File: src/rtl/imem_load_arbiter.sv
`default_nettype none
// ============================================================================
// Module   : imem_load_arbiter
// Purpose  : Owns the single port of the instruction memory. After reset it
//            stalls the CPU and streams a program image from the loader into
//            memory starting at word 0. Once the final beat is written, the
//            port is handed to CPU fetch. Single-word patch writes and
//            whole-image reloads are still accepted while running.
// Ports    : clock / reset       - system clock, synchronous active-high reset
//            i_load_*, o_load_ready   - loader beat stream (BOOT only)
//            i_patch_*, o_patch_ready - single-word patch requests (RUN only)
//            i_reload_req             - level request for a full re-load
//            i_cpu_pc, o_cpu_instruction, o_cpu_stall - CPU fetch side
//            o_mem_we/addr/wdata, i_mem_rdata - memory port
//                                       (combinational read, synchronous write)
//            o_boot_done, o_loaded_words, o_overflow - status
// Revision : 1.0 - initial release
// ============================================================================
module imem_load_arbiter #(
  parameter int ADDR_W = 20,
  parameter int DATA_W = 32,
  parameter int SIZE   = 110
) (
  input  logic              clock,
  input  logic              reset,
  // loader stream
  input  logic              i_load_valid,
  input  logic [DATA_W-1:0] i_load_data,
  input  logic              i_load_last,
  output logic              o_load_ready,
  // patch requests
  input  logic              i_patch_valid,
  input  logic [ADDR_W-1:0] i_patch_addr,
  input  logic [DATA_W-1:0] i_patch_data,
  output logic              o_patch_ready,
  // reload request
  input  logic              i_reload_req,
  // CPU fetch
  input  logic [ADDR_W-1:0] i_cpu_pc,
  output logic [DATA_W-1:0] o_cpu_instruction,
  output logic              o_cpu_stall,
  // memory port
  output logic              o_mem_we,
  output logic [ADDR_W-1:0] o_mem_addr,
  output logic [DATA_W-1:0] o_mem_wdata,
  input  logic [DATA_W-1:0] i_mem_rdata,
  // status
  output logic              o_boot_done,
  output logic [ADDR_W-1:0] o_loaded_words,
  output logic              o_overflow
);

  // Implemented depth expressed at address width so all compares are
  // unsigned and width-matched.
  localparam logic [ADDR_W-1:0] c_SIZE = ADDR_W'(SIZE);
  localparam logic [ADDR_W-1:0] c_ONE  = ADDR_W'(1);

  typedef enum logic [0:0] {
    ST_BOOT = 1'b0,
    ST_RUN  = 1'b1
  } state_t;

  state_t            r_state;
  logic [ADDR_W-1:0] r_wr_ptr;
  logic [ADDR_W-1:0] r_loaded_words;
  logic              r_overflow;
  logic              r_boot_done;

  logic w_ptr_in_range;
  logic w_patch_in_range;
  logic w_patch_accept;

  assign w_ptr_in_range   = (r_wr_ptr < c_SIZE);
  assign w_patch_in_range = (i_patch_addr < c_SIZE);
  // reload has priority: a patch arriving alongside it is refused
  assign w_patch_accept   = (r_state == ST_RUN) & i_patch_valid & ~i_reload_req;

  // --------------------------------------------------------------------------
  // Port steering and handshakes (combinational from state + requests)
  // --------------------------------------------------------------------------
  always_comb begin
    o_load_ready      = 1'b0;
    o_patch_ready     = 1'b0;
    o_cpu_stall       = 1'b1;
    o_cpu_instruction = '0;
    o_mem_we          = 1'b0;
    o_mem_addr        = i_cpu_pc;
    o_mem_wdata       = i_patch_data;

    if (r_state == ST_BOOT) begin
      // loader owns the port; CPU sees a stall and a zero instruction
      o_load_ready = 1'b1;
      o_mem_addr   = r_wr_ptr;
      o_mem_wdata  = i_load_data;
      o_mem_we     = i_load_valid & w_ptr_in_range;
    end else begin
      o_patch_ready = ~i_reload_req;
      if (i_reload_req) begin
        // leaving RUN: hold the CPU, no write this cycle
        o_cpu_stall = 1'b1;
      end else if (i_patch_valid) begin
        // patch steals the port for one cycle; out-of-range patches are
        // consumed without writing
        o_mem_addr  = i_patch_addr;
        o_mem_wdata = i_patch_data;
        o_mem_we    = w_patch_in_range;
        o_cpu_stall = 1'b1;
      end else begin
        // zero-cycle fetch pass-through
        o_cpu_stall       = 1'b0;
        o_cpu_instruction = i_mem_rdata;
      end
    end
  end

  // --------------------------------------------------------------------------
  // State, write pointer and status registers
  // --------------------------------------------------------------------------
  always_ff @(posedge clock) begin
    if (reset) begin
      r_state        <= ST_BOOT;
      r_wr_ptr       <= '0;
      r_loaded_words <= '0;
      r_overflow     <= 1'b0;
      r_boot_done    <= 1'b0;
    end else begin
      case (r_state)
        ST_BOOT: begin
          if (i_load_valid) begin
            if (w_ptr_in_range) begin
              r_wr_ptr       <= r_wr_ptr + c_ONE;
              r_loaded_words <= r_loaded_words + c_ONE;
            end else begin
              // pointer parks at SIZE; excess beats are dropped
              r_overflow <= 1'b1;
            end
            if (i_load_last) begin
              r_state     <= ST_RUN;
              r_boot_done <= 1'b1;
            end
          end
        end
        ST_RUN: begin
          if (i_reload_req) begin
            r_state        <= ST_BOOT;
            r_wr_ptr       <= '0;
            r_loaded_words <= '0;
            r_overflow     <= 1'b0;
            r_boot_done    <= 1'b0;
          end else if (w_patch_accept && !w_patch_in_range) begin
            r_overflow <= 1'b1;
          end
        end
        default: begin
          r_state <= ST_BOOT;
        end
      endcase
    end
  end

  assign o_boot_done    = r_boot_done;
  assign o_loaded_words = r_loaded_words;
  assign o_overflow     = r_overflow;

endmodule
`default_nettype wire

File: config.mk
export PLATFORM = sky130hd
export DESIGN_NAME = imem_load_arbiter
export DESIGN_NICKNAME = d
export VERILOG_FILES = /design/src/rtl/imem_load_arbiter.sv
export SDC_FILE = /design/constraint.sdc
export NUM_CORES = 1
export LEC_CHECK = 0
export CAP_MARGIN = 20
export CORE_ASPECT_RATIO = 1.2
export CORE_MARGIN = 4
export CORE_UTILIZATION = 32
export DETAILED_ROUTE_END_ITERATION = 6
export PLACE_DENSITY_LB_ADDON = 0.2
export REMOVE_ABC_BUFFERS = 1
export SYNTH_ARGS = -nofsm -noshare
export SYNTH_HDL_FRONTEND = slang
export SYNTH_SLANG_ARGS = --single-unit
File: constraint.sdc
create_clock -name clock -period 2.8 [get_ports clock]
set_input_delay 0.56 -clock clock [delete_from_list [all_inputs] [get_ports clock]]
set_output_delay 0.56 -clock clock [all_outputs]
set_load 0.1 [all_outputs]
==> flow_summary_export.csv <==
group,metric,value,unit
status,outcome,"finished, final reports clean",
timing,layout_setup_ws,90.2,ps
timing,relSlewSlack,55.0,%
logic_synthesis,ys_seq_area_share,29.4,%
global_routing,first_global_vias,3822,
setup_path,timing.rr.end,"o_loaded_words[6]",
placement,hpwl,11300,µm
pwr,leakage,0.00250,µW
cells_and_area,layout-drive-gt1-share,27.6,%
clock_tree,clkTransAtPathRegs,90,ps
global_routing,grt_antenna_before_repair,0,
logic_synthesis,synth_edf_count,0,
clock_tree,cts_tree,"done",
cells_and_area,diodes,0,
pwr,vdd_drop_max,0.218,mV
cells_and_area,fillerInstances,623,
clock_tree,post-cts-setup-buffers,0,
timing,clock-skew-final,11.2,ps
global_routing,grt_pass1_wl,19600,µm
floorplan,fp.dieW,95.4,µm
run,maxCapViolations,0,
routing,drtIter0Drc,320,
setup_path,critPathRequiredTime,2240,ps
placement,io_buffers,251,
setup_path,r2r_start,"r_wr_ptr[16]",
placement,gp_routability_congestion,0.843,
timing,tightest_slew,675,ps
routing,wire_per_inst,18.1,µm
timing,slew_violations,0,
setup_path,regToRegSetupSlack,170,ps
floorplan,fp-row-count,38,
setup_path,cp.arrival,2150,ps
timing,rsz0062_at_grt,"false",
clock_tree,numClockSinks,43,
setup_path,start_kind,"input pin",
timing,min_period,2710,ps
logic_synthesis,synth-seq-cells,43,
cells_and_area,multi_input_area,1970,µm²
setup_path,r2r_cells,6,
setup_path,critPathLaunch,"i_reload_req",
placement,place_ws,39.0,ps
logic_synthesis,synth-main-ff-cell,"dfxtp_1",
setup_path,crit_fanout,18,
cells_and_area,nets,760,
floorplan,core,8990,µm²
placement,dp_cells,729,
global_routing,grt_max_degree,61,
routing,dr.pass1.iters,5,
logic_synthesis,synth_top_cell_by_area,"dfxtp_1",
logic_synthesis,ys_types,36,
logic_synthesis,synthesis.area,2930,µm²
timing,clock.fmax,369,MHz
floorplan,design.die.area,10800,µm²
timing,final-setup-viol-count,0,
logic_synthesis,synthCells,370,
global_routing,gr-total-overflow,0,
logic_synthesis,synth_top_cell_area_share,29.4,%
routing,viasPerCell,5.28,
setup_path,cp-endpoint,"o_mem_addr[19]",
cells_and_area,ff_latch_area,862,µm²
logic_synthesis,syn_avg_cell_area,7.92,µm²
timing,hold_viol_final,0,
routing,ant_nets,0,
floorplan,die_h,113,µm
timing,hold_ws,478,ps
clock_tree,cts.repair.resized,0,
routing,drc,0,
logic_synthesis,yosysWarnings,0,
floorplan,io_pins,252,
worst_hold_path,hp-class,"reg2reg",
setup_path,critPathKind,"in2out",
clock_tree,cts.root.buffer_cell,"clkbuf_8",
floorplan,initial_core_util,32.6,%
global_routing,grt_usage,23.3,%
timing,min_period_over_period,96.8,%
clock_tree,clkLatencyLatePin,300,ps
setup_path,endpoint_kind,"output port",
clock_tree,numCtsBuffers,5,
logic_synthesis,synthTopCellsByArea,"dfxtp_1 (29%), mux2_2 (12%), and2_1 (8.5%), a21oi_1 (7.3%), mux2i_1 (7.2%)",
worst_hold_path,hold_path.startpoint,"o_overflow",
cells_and_area,layoutNonFillerInstCount,737,
cells_and_area,syn2layout_area_growth,122,%
clock_tree,clockBufferDepth,2,
clock_tree,hold_buffers,0,
pwr,power_density,343,nW/µm²
timing,tns,0,ps
routing,vias,3890,
clock_tree,htree_levels,2,
logic_synthesis,synthArstFlopShare,0,%
routing,wirelength,13300,µm
[state kept, by name, summed over array words and instances, names as in the netlist]
signal	cells
o_boot_done	1
o_loaded_words	20
o_overflow	1
r_state	1
r_wr_ptr	20
[cells in the mapped netlist, types with 3 or more instances]
cell type / number
buf_1: 5
nand3_1: 12
mux2i_1: 21
or3_1: 12
nand4_1: 12
or4_1: 10
dfxtp_1: 43
nor4_1: 6
o21a_1: 3
o211ai_1: 3
clkbuf_1: 19
nand2_1: 15
a21oi_1: 43
nor3_1: 6
o21ai_0: 12
a31oi_1: 3
and3_1: 5
nor2_1: 35
and2_1: 40
inv_1: 7
mux2_2: 32
o31ai_1: 7
[layout by cell type (no fill, tap or decap), types with 2 or more instances in the layout]
cell | synthesis | final
buf_4 | 0 | 37
a32oi_1 | 2 | 2
o21ai_0 | 12 | 12
a41oi_1 | 2 | 2
or3_1 | 12 | 12
and3_1 | 5 | 5
nor2_1 | 35 | 35
and2_1 | 40 | 40
and4_1 | 2 | 2
inv_1 | 7 | 7
nor3_1 | 6 | 5
a31oi_1 | 3 | 3
ha_1 | 2 | 2
o31ai_1 | 7 | 7
mux2i_1 | 21 | 21
clkdlybuf4s50_1 | 0 | 141
o211ai_1 | 3 | 3
a21oi_1 | 43 | 42
buf_12 | 0 | 86
clkbuf_8 | 0 | 5
or4_1 | 10 | 10
nand2_1 | 15 | 15
nor4_1 | 6 | 5
mux2_2 | 32 | 32
o41ai_1 | 2 | 2
nand3_1 | 12 | 12
nand4_1 | 12 | 12
o21a_1 | 3 | 3
dfxtp_1 | 43 | 42
[per-stage QoR]
stage | cell area, µm² | utilization (%) | total power (µW)
final | 6510 | 72.4 | 2230
after global routing | 6510 | 72.4 | 2310
after floorplan | 2840 | - | 1300
after CTS | 6490 | 72.2 | 2240
after global placement | 6410 | 71.3 | 1840
after detailed placement | 6410 | 71.3 | 1850
[metal layers]
metal  wire, µm  GRT usage, %  vias to the layer above
li1           -             -                     1852
met1       4580          24.4                     1779
met2       6850          42.2                      238
met3       1590          8.78                       21
met4        287          7.40                        0
met5          0             0                        -
[worst min path at each step]
stage | endpoint | depth (start not counted) | slack (ps)
after floorplan | r_wr_ptr[18] | 1 | 450
after global placement | o_overflow | 1 | 460
after detailed placement | o_overflow | 1 | 460
after CTS | o_overflow | 1 | 480
after global routing | o_overflow | 1 | 500
final | o_overflow | 1 | 480
[logic make-up (layout without fill, tap and decap cells)]
group                      after synthesis  count (layout)  synth area share (%)
muxes                                   53              53                  19.5
buffers and inverters                   32             279                  4.14
DFF                                     43              43                  29.4
adders and majority gates                2               2                 0.853
and+or+nand+nor                        159             159                  29.7
AOI/OAI and AO/OA                       80              80                  16.1
xor gates and xnor gates                 1               1                 0.299
[layout make-up]
type,count,share of cell area [%]
flip-flops and latches,43,13.2
clock buffers,6,1.12
multi-input cells,295,30.3
repair buffers,264,52.4
well taps,120,2.31
clock inverters,2,0.192
inverters,7,0.404
[power breakdown]
part	switching [µW]	total [µW]	internal, µW
Combinational	712	1210	494
Sequential	10.8	630	619
Clock	221	396	175
Total	944	2230	1290
[worst max-delay path, stage by stage]
cell             delay, ps
clkdlybuf4s50_1        440
buf_4                  170
nor2b_2                180
buf_12                 200
mux2i_1                100
a21oi_1                280
buf_12                 220
Note: power is estimated with default switching activity, not from simulation.
